<file path="config.mk">
export PLATFORM = sky130hd
export DESIGN_NAME = vga_timing_controller
export DESIGN_NICKNAME = d
export VERILOG_FILES = /design/src/rtl/vga_timing_controller.sv
export SDC_FILE = /design/constraint.sdc
export NUM_CORES = 1
export LEC_CHECK = 0
export ABC_AREA = 1
export ABC_CLOCK_PERIOD_IN_PS = 2000
export CAP_MARGIN = 20
export CORE_MARGIN = 8
export CORE_UTILIZATION = 48
export CTS_CLUSTER_SIZE = 14
export DETAILED_ROUTE_END_ITERATION = 10
export HOLD_SLACK_MARGIN = 0.02
export PLACE_DENSITY = 0.74
export REMOVE_ABC_BUFFERS = 1
export SLEW_MARGIN = 20
export SYNTH_ARGS = -nofsm -noshare
export SYNTH_HDL_FRONTEND = slang
export SYNTH_SLANG_ARGS = --single-unit
</file>
<file path="constraint.sdc">
create_clock -name clk -period 2 [get_ports clk]
set_clock_uncertainty 0.1 [all_clocks]
set_input_delay 0.5 -clock clk [delete_from_list [all_inputs] [get_ports clk]]
set_output_delay 0.5 -clock clk [all_outputs]
set_load 0.01 [all_outputs]
</file>
<file path="src/rtl/vga_timing_controller.sv">
// VGA timing generator running at 4 clks per pixel slot: requests each pixel from an
// external generator and displays it two slots later, with sync and blanking aligned.
module vga_timing_controller #(
   parameter int H_VISIBLE = 640,
   parameter int H_FRONT   = 16,
   parameter int H_SYNC    = 96,
   parameter int H_BACK    = 48,
   parameter int V_VISIBLE = 480,
   parameter int V_FRONT   = 10,
   parameter int V_SYNC    = 2,
   parameter int V_BACK    = 33
) (
   input  logic       clk,
   input  logic       reset,
   input  logic [7:0] vga_data,
   output logic       req,
   output logic [8:0] row,
   output logic [9:0] column,
   output logic [7:0] rgb,
   output logic       hsync,
   output logic       vsync,
   output logic       frame_start
);
   localparam logic [9:0] H_VIS_L  = 10'(H_VISIBLE);
   localparam logic [9:0] H_LAST   = 10'(H_VISIBLE + H_FRONT + H_SYNC + H_BACK - 1);
   localparam logic [9:0] HS_FIRST = 10'(H_VISIBLE + H_FRONT);
   localparam logic [9:0] HS_LAST  = 10'(H_VISIBLE + H_FRONT + H_SYNC - 1);
   localparam logic [9:0] V_VIS_L  = 10'(V_VISIBLE);
   localparam logic [9:0] V_LAST   = 10'(V_VISIBLE + V_FRONT + V_SYNC + V_BACK - 1);
   localparam logic [9:0] VS_FIRST = 10'(V_VISIBLE + V_FRONT);
   localparam logic [9:0] VS_LAST  = 10'(V_VISIBLE + V_FRONT + V_SYNC - 1);

   logic [1:0] phase_q, phase_d;
   logic [9:0] h_q, h_d;
   logic [9:0] v_q, v_d;
   logic [1:0] vis_dly_q, vis_dly_d;
   logic [1:0] hs_dly_q, hs_dly_d;
   logic [1:0] vs_dly_q, vs_dly_d;
   logic [1:0] fs_dly_q, fs_dly_d;
   logic       req_q, req_d;
   logic [8:0] row_q, row_d;
   logic [9:0] column_q, column_d;
   logic [7:0] rgb_q, rgb_d;
   logic       hsync_q, hsync_d;
   logic       vsync_q, vsync_d;
   logic       frame_start_q, frame_start_d;

   logic slot;
   logic vis_raw, hs_raw, vs_raw, fs_raw;

   always_comb begin
      slot    = (phase_q == 2'd3);
      vis_raw = (h_q < H_VIS_L) && (v_q < V_VIS_L);
      hs_raw  = (h_q >= HS_FIRST) && (h_q <= HS_LAST);
      vs_raw  = (v_q >= VS_FIRST) && (v_q <= VS_LAST);
      fs_raw  = (h_q == 10'd0) && (v_q == 10'd0);

      phase_d       = phase_q + 2'd1;
      h_d           = h_q;
      v_d           = v_q;
      vis_dly_d     = vis_dly_q;
      hs_dly_d      = hs_dly_q;
      vs_dly_d      = vs_dly_q;
      fs_dly_d      = fs_dly_q;
      req_d         = 1'b0;
      row_d         = row_q;
      column_d      = column_q;
      rgb_d         = rgb_q;
      hsync_d       = hsync_q;
      vsync_d       = vsync_q;
      frame_start_d = 1'b0;

      // Everything except the phase counter and the req/frame_start pulses moves on slot edges.
      if (slot) begin
         req_d         = vis_raw;
         row_d         = v_q[8:0];
         column_d      = h_q;
         vis_dly_d     = {vis_dly_q[0], vis_raw};
         hs_dly_d      = {hs_dly_q[0], hs_raw};
         vs_dly_d      = {vs_dly_q[0], vs_raw};
         fs_dly_d      = {fs_dly_q[0], fs_raw};
         rgb_d         = vis_dly_q[1] ? vga_data : 8'h00;
         hsync_d       = ~hs_dly_q[1];
         vsync_d       = ~vs_dly_q[1];
         frame_start_d = fs_dly_q[1];
         if (h_q == H_LAST) begin
            h_d = 10'd0;
            v_d = (v_q == V_LAST) ? 10'd0 : v_q + 10'd1;
         end else begin
            h_d = h_q + 10'd1;
         end
      end
   end

   always_ff @(posedge clk or posedge reset) begin
      if (reset) begin
         phase_q       <= 2'd0;
         h_q           <= 10'd0;
         v_q           <= 10'd0;
         vis_dly_q     <= 2'b00;
         hs_dly_q      <= 2'b00;
         vs_dly_q      <= 2'b00;
         fs_dly_q      <= 2'b00;
         req_q         <= 1'b0;
         row_q         <= 9'd0;
         column_q      <= 10'd0;
         rgb_q         <= 8'h00;
         hsync_q       <= 1'b1;
         vsync_q       <= 1'b1;
         frame_start_q <= 1'b0;
      end else begin
         phase_q       <= phase_d;
         h_q           <= h_d;
         v_q           <= v_d;
         vis_dly_q     <= vis_dly_d;
         hs_dly_q      <= hs_dly_d;
         vs_dly_q      <= vs_dly_d;
         fs_dly_q      <= fs_dly_d;
         req_q         <= req_d;
         row_q         <= row_d;
         column_q      <= column_d;
         rgb_q         <= rgb_d;
         hsync_q       <= hsync_d;
         vsync_q       <= vsync_d;
         frame_start_q <= frame_start_d;
      end
   end

   assign req         = req_q;
   assign row         = row_q;
   assign column      = column_q;
   assign rgb         = rgb_q;
   assign hsync       = hsync_q;
   assign vsync       = vsync_q;
   assign frame_start = frame_start_q;

endmodule
</file>
==> results of run 1 <==
[state kept, by name (all words and copies together) (netlist names), 2 cells and up]
name and count:
column 10, h_q 10, v_q 10, row 9, rgb 8, fs_dly_q 2, hs_dly_q 2, phase_q 2
vis_dly_q 2, vs_dly_q 2
[layer usage]
| metal | routed length, um | share of wire (%) |
|---|---|---|
| met1 | 2610 | 46 |
| met5 | 0 | 0 |
| met4 | 56 | 0.98 |
| met2 | 2650 | 46 |
| met3 | 400 | 7.0 |
[power groups by stage]
stage          registers [uW]  clock network (uW)  logic, uW
5_1_grt                  1250                1150       83.0
6_report                 1250                1050       74.3
3_5_place_dp             1270                   0       77.1
2_1_floorplan            1270                   0       24.3
4_1_cts                  1250                1090       77.4
3_3_place_gp             1270                   0       76.0
[Yosys cell counts]
library cell	number
nor2_2	1
nand3_1	21
xor2_1	6
ha_1	5
inv_6	1
nand4_1	12
buf_4	2
dfrtp_1	59
o311ai_0	1
o21ai_2	3
nor2_1	29
nor4_1	1
nand2_2	2
o21a_1	1
inv_2	1
buf_1	1
inv_1	29
nor2_4	1
nor2_8	1
nor3_1	6
clkbuf_1	6
nand4_2	1
dfstp_2	2
o21ai_0	28
buf_2	1
nand3_4	1
nand2_1	96
[final cells by class]
type                            instances  share of cell area, %
Sequential cell                        61                   44.4
Multi-Input combinational cell        216                   30.9
Timing Repair Buffer                   45                   13.0
Clock buffer                           11                   4.11
Inverter                               31                   3.52
Tap cell                               72                   2.62
Clock inverter                          5                   1.45
[through the flow]
step / hold slack, ns / std cells / utilization [%] / instance area, sq um
after global routing: 0.343 / 441 / 62.2 / 3440
after detailed placement: 0.318 / 425 / 58.7 / 3250
after floorplan: 0.301 / 308 / - / 2710
after CTS: 0.328 / 441 / 62.2 / 3440
final: 0.325 / 441 / 62.2 / 3440
after global placement: 0.310 / 425 / 58.7 / 3250
[what timing repair did]
item / CTS / global route
gates resized for setup: 2 / 0
hold buffers: 0 / 0
setup endpoints to repair: 2 / 0
[kinds of logic after synthesis]
logic type	Yosys count
fa+ha+maj	5
simple gates	172
compound gates	33
xor+xnor	6
flops	61
buf+inv	41
[worst paths after layout]
check                                      from  depth (start not counted)  slack, ns                   end
setup / recovery             row[5]$_DFFE_PP0N_                          1       0.17                row[5]
hold / removal             phase_q[0]$_DFF_PP0_                          1       0.32  phase_q[0]$_DFF_PP0_
setup reg to reg             v_q[0]$_DFFE_PP0P_                          7       0.31    v_q[1]$_DFFE_PP0P_
hold reg to reg            phase_q[0]$_DFF_PP0_                          1       0.32  phase_q[0]$_DFF_PP0_
max in group asynchronous                 reset                          3       1.04     hsync$_DFFE_PP1N_
min in group asynchronous                 reset                          3       0.45    rgb[0]$_DFFE_PP0N_
==> metrics.cfg, run 1 <==
[place]
hpwl_mm = 4.01
numPortBuffers = 40
gp_congestion = 0.867
place_ws_ns = 0.355

[worst_setup_path]
crit_path_top_delay_cell = clkdlybuf4s50_1
crit_family = buffers and inverters
worstSetupEndpointType = output pin
critical_path_required_ns = 1.40
path_buf_inv = 1
slowest_delay_ns = 0.54
path_cells = clkdlybuf4s50_1
critPathKind = reg2out
crit_arrival_ns = 1.23
crit_path_max_fanout = 2
start_kind = flip-flop

[global_routing]
grt_usage_pct = 14.4
grt_max_degree = 62
grtUsageMet3_pct = 3.59
antenna_found_initial = 0
grt_overflow_total = 0
grt_pass1_wl_mm = 9.88
use_met2_pct = 21.5
grt_pass1_vias = 2135
grt_busiest_layer = met2
met1_usage_pct = 18.3

[logic_synthesis]
synth.ff_latch_count = 61
synth_top_area_cell = dfrtp_1
yosys.area_share.simple_pct = 27.7
syn_area_sq_um = 2760
synth_top_family_by_area = simple AND/OR/NAND/NOR gates
synth.area.top_cells = dfrtp_1, nand2_1, o21ai_0
syn_inst = 318
synth_xor_area_share_pct = 1.90
synthMuxAreaShare_pct = 0
synth_fa_ha_area_share_pct = 2.27
synth_cell_types = 27
avgSynthCellArea_sq_um = 8.68
synth_compound_area_share_pct = 6.62
synth-seq-area-share_pct = 55.4
synth_top_area_share_pct = 53.5
ys_warn_count = 0

[clock_tree]
tritoncts = yes
insertion_delay_ns = 0.33
clock_path_buffers = 2
clock_tree.root_cell = clkbuf_8
post-cts-setup-buffers = 0
clkTransAtPathRegs_ns = 0.07
cts_num_sinks = 61
htreeDepth = 3
cts_made_buffers = 9

[finish]
fin_nets = 379
n_antenna_cell = 0
layout-drive-gt1-share_pct = 9.49
area_delta_synth_final_pct = 24.8
register_area_sq_um = 1530
final_common_cell = nand2_1
multi_input_area_sq_um = 1060
layout_common_cells = nand2_1, dfrtp_1, clkdlybuf4s50_1
nFillCells = 485

[job]
cap_viol_max_count = 0

[power_and_ir_drop]
power_uw = 2370
sw_frac_of_total_pct = 20.7
internal-power_uw = 1880
pwr-share-comb_pct = 3.1
cellLeakagePower_uw = 0.00166
seq_power_share_pct = 52.6
p_clk_share_pct = 44.3
p_sw_uw = 492
powerDensity_nw_per_um2 = 689
peakVddDrop_v = 0.000413

[sta]
tightestPinTransition_ns = 0.370
finalCriticalPeriod_ns = 1.83
setup_ws_ns = 0.172
finalMaxSlewViolations = 0
fmax_mhz = 547
min_period_over_period_pct = 91.4
hold_viol = 0
slew_headroom_pct = 75.3
setup_violations = 0
setup_tns_ns = 0
rsz0062_at_grt = no

[floorplanning]
dieArea_sq_um = 8430
core_area_sq_um = 5540
start_util_pct = 49.8
io_pins = 41
placementRows = 27
die_x_um = 91.8
die_h_um = 91.8

[routing]
drc = 0
detail-route-antenna-nets = 0
wire_per_inst_um = 13.0
drt-total-wl_mm = 5.72
drt-pass1-iter-count = 5
vias = 2205
drt_iter0_drc = 76
via_per_inst = 5.00

[hold_path]
worstHoldPathType = reg2reg

[outcome]
status = finished clean

Power figures use the tool's default switching activity.
==> inputs of run 2 (changes only) <==
- CORE_MARGIN: 8 -> 2
- CORE_UTILIZATION: 48 -> 40
- PLACE_DENSITY: 0.74 -> 0.63
==> run 2 against run 1 <==
Against the previous run:
- clock-buffer cell count is 1 higher
- global-route usage grew 2.1 points
- first-iteration DRC count rose by 34%
- power shrank 2.8%
- highest routed layer unchanged
==> metrics.cfg, run 2 (synthesized netlist as in run 1, its figures left out) <==
[sta]
finalCriticalPeriod_ns = 1.84
slew_headroom_pct = 77.5
finalMaxSlewViolations = 0
min_period_over_period_pct = 91.8
fmax_mhz = 544
hold_viol = 0
tightestPinTransition_ns = 0.337
setup_violations = 0
rsz0062_at_grt = no
fin_hold_ws_ns = 0.328

[power_and_ir_drop]
cellLeakagePower_uw = 0.00166
internal-power_uw = 1790
peakVddDrop_v = 0.000309
pwr-share-comb_pct = 3.2
sw_frac_of_total_pct = 22.4
p_clk_share_pct = 42.7
p_sw_uw = 516
powerDensity_nw_per_um2 = 669
seq_power_share_pct = 54.0

[global_routing]
grt_max_degree = 62
antenna_found_initial = 0
grt_overflow_total = 0
grt_pass1_vias = 2033
grt_pass1_wl_mm = 9.52
grt_usage_pct = 16.4

[worst_setup_path]
path_cells = clkdlybuf4s50_1
ff2ff_setup_slack_ns = 0.35
crit_path_top_delay_cell = clkdlybuf4s50_1
path_buf_inv = 1
worstSetupEndpointType = output pin
critPathKind = reg2out
crit_path_max_fanout = 2
critical_path_required_ns = 1.40
slowest_delay_ns = 0.54
crit_arrival_ns = 1.24
r2r-start = v_q[0]$_DFFE_PP0P_
reg2regPathDepth = 7
start_kind = flip-flop
timing.rr.end = v_q[0]$_DFFE_PP0P_
crit_family = buffers and inverters
cp.depth = 1

[routing]
vias = 2193
wire_per_inst_um = 12.5
drt-total-wl_mm = 5.61
drt_iter0_drc = 102
drc = 0
detail-route-antenna-nets = 0
via_per_inst = 4.87
drt-pass1-iter-count = 4

[clock_tree]
clock_tree.root_cell = clkbuf_8
htreeDepth = 3
hold_buffers = 0
clock_path_buffers = 2
insertion_delay_ns = 0.34
cts_num_sinks = 61
post-cts-setup-buffers = 0
tritoncts = yes
cts_made_buffers = 9
clkTransAtPathRegs_ns = 0.07

[place]
place_area_sq_um = 3270
gp_congestion = 0.840
numPortBuffers = 40
hpwl_mm = 3.93

[hold_path]
worstHoldPathType = reg2reg
hold_path.startpoint = hs_dly_q[1]$_DFFE_PP0N_
min_path_cells = 1
holdPathEnd = hsync$_DFFE_PP1N_

[finish]
layout_common_cells = nand2_1, dfrtp_1, clkdlybuf4s50_1
n_antenna_cell = 0
post-route-util_pct = 51.3
nFillCells = 662
fin_area_sq_um = 3450
area_delta_synth_final_pct = 24.9
layout-drive-gt1-share_pct = 9.73
final_common_cell = nand2_1
fin_nets = 380

[floorplanning]
dieArea_sq_um = 7580
die_h_um = 87.1
die_x_um = 87.1
start_util_pct = 41.1
io_pins = 41
core_area_sq_um = 6720
placementRows = 30

[job]
cap_viol_max_count = 0

[outcome]
status = finished clean

run 2: cell types whose count changed in the layout (fill, tap and decap cells not counted), sizes merged:
cell | previous run | this run
buf | 5 | 6
clkinv | 4 | 3
clkbuf | 11 | 12
clkinvlp | 0 | 1
bufinv | 1 | 0
run 2: area by class of cell:
| cell class | count | area (sq um) | share of cell area (%) |
|---|---|---|---|
| Inverter | 31 | 121 | 3.52 |
| Timing Repair Buffer | 46 | 455 | 13.2 |
| Clock buffer | 12 | 155 | 4.50 |
| Clock inverter | 4 | 22.5 | 0.653 |
| Sequential cell | 61 | 1530 | 44.4 |
| Multi-Input combinational cell | 216 | 1060 | 30.9 |
| Tap cell | 80 | 100 | 2.90 |
run 2: worst max path at each step:
stage                                  start                    end
after global placement     vsync$_DFFE_PP1N_                  vsync
final                     row[2]$_DFFE_PP0N_                 row[2]
after global routing      rgb[6]$_DFFE_PP0N_                 rgb[6]
after floorplan                        reset  column[0]$_DFFE_PP0N_
after CTS                 row[2]$_DFFE_PP0N_                 row[2]
after detailed placement  v_q[0]$_DFFE_PP0P_     v_q[0]$_DFFE_PP0P_
run 2: routing by layer:
layer	up-vias	global-route usage, %	wire [um]
met4	0	6.25	85
met2	47	24.3	2500
met5	-	0	0
met3	8	5.88	314
met1	1018	22.1	2710
li1	1120	-	-
run 2: power by group through the flow:
stage / clock (uW) / combinational [uW] / sequential [uW]
2_1_floorplan: 0 / 24.3 / 1270
3_3_place_gp: 0 / 77.4 / 1270
3_5_place_dp: 0 / 77.2 / 1270
4_1_cts: 1010 / 77.6 / 1250
5_1_grt: 1070 / 83.4 / 1250
6_report: 985 / 74.4 / 1250
run 2: what timing repair did:
item,CTS,global route
hold endpoints to repair,0,0
setup endpoints to repair,2,0
gates resized for setup,2,0
run 2: per-stage QoR:
step	instances	TNS, ns	power, uW	setup WS [ns]
after floorplan	308	-6.70	1300	-0.110
after global placement	434	0	1350	0.372
after detailed placement	434	0	1350	0.348
after CTS	450	0	2330	0.137
after global routing	450	0	2400	0.0985
final	450	0	2310	0.163
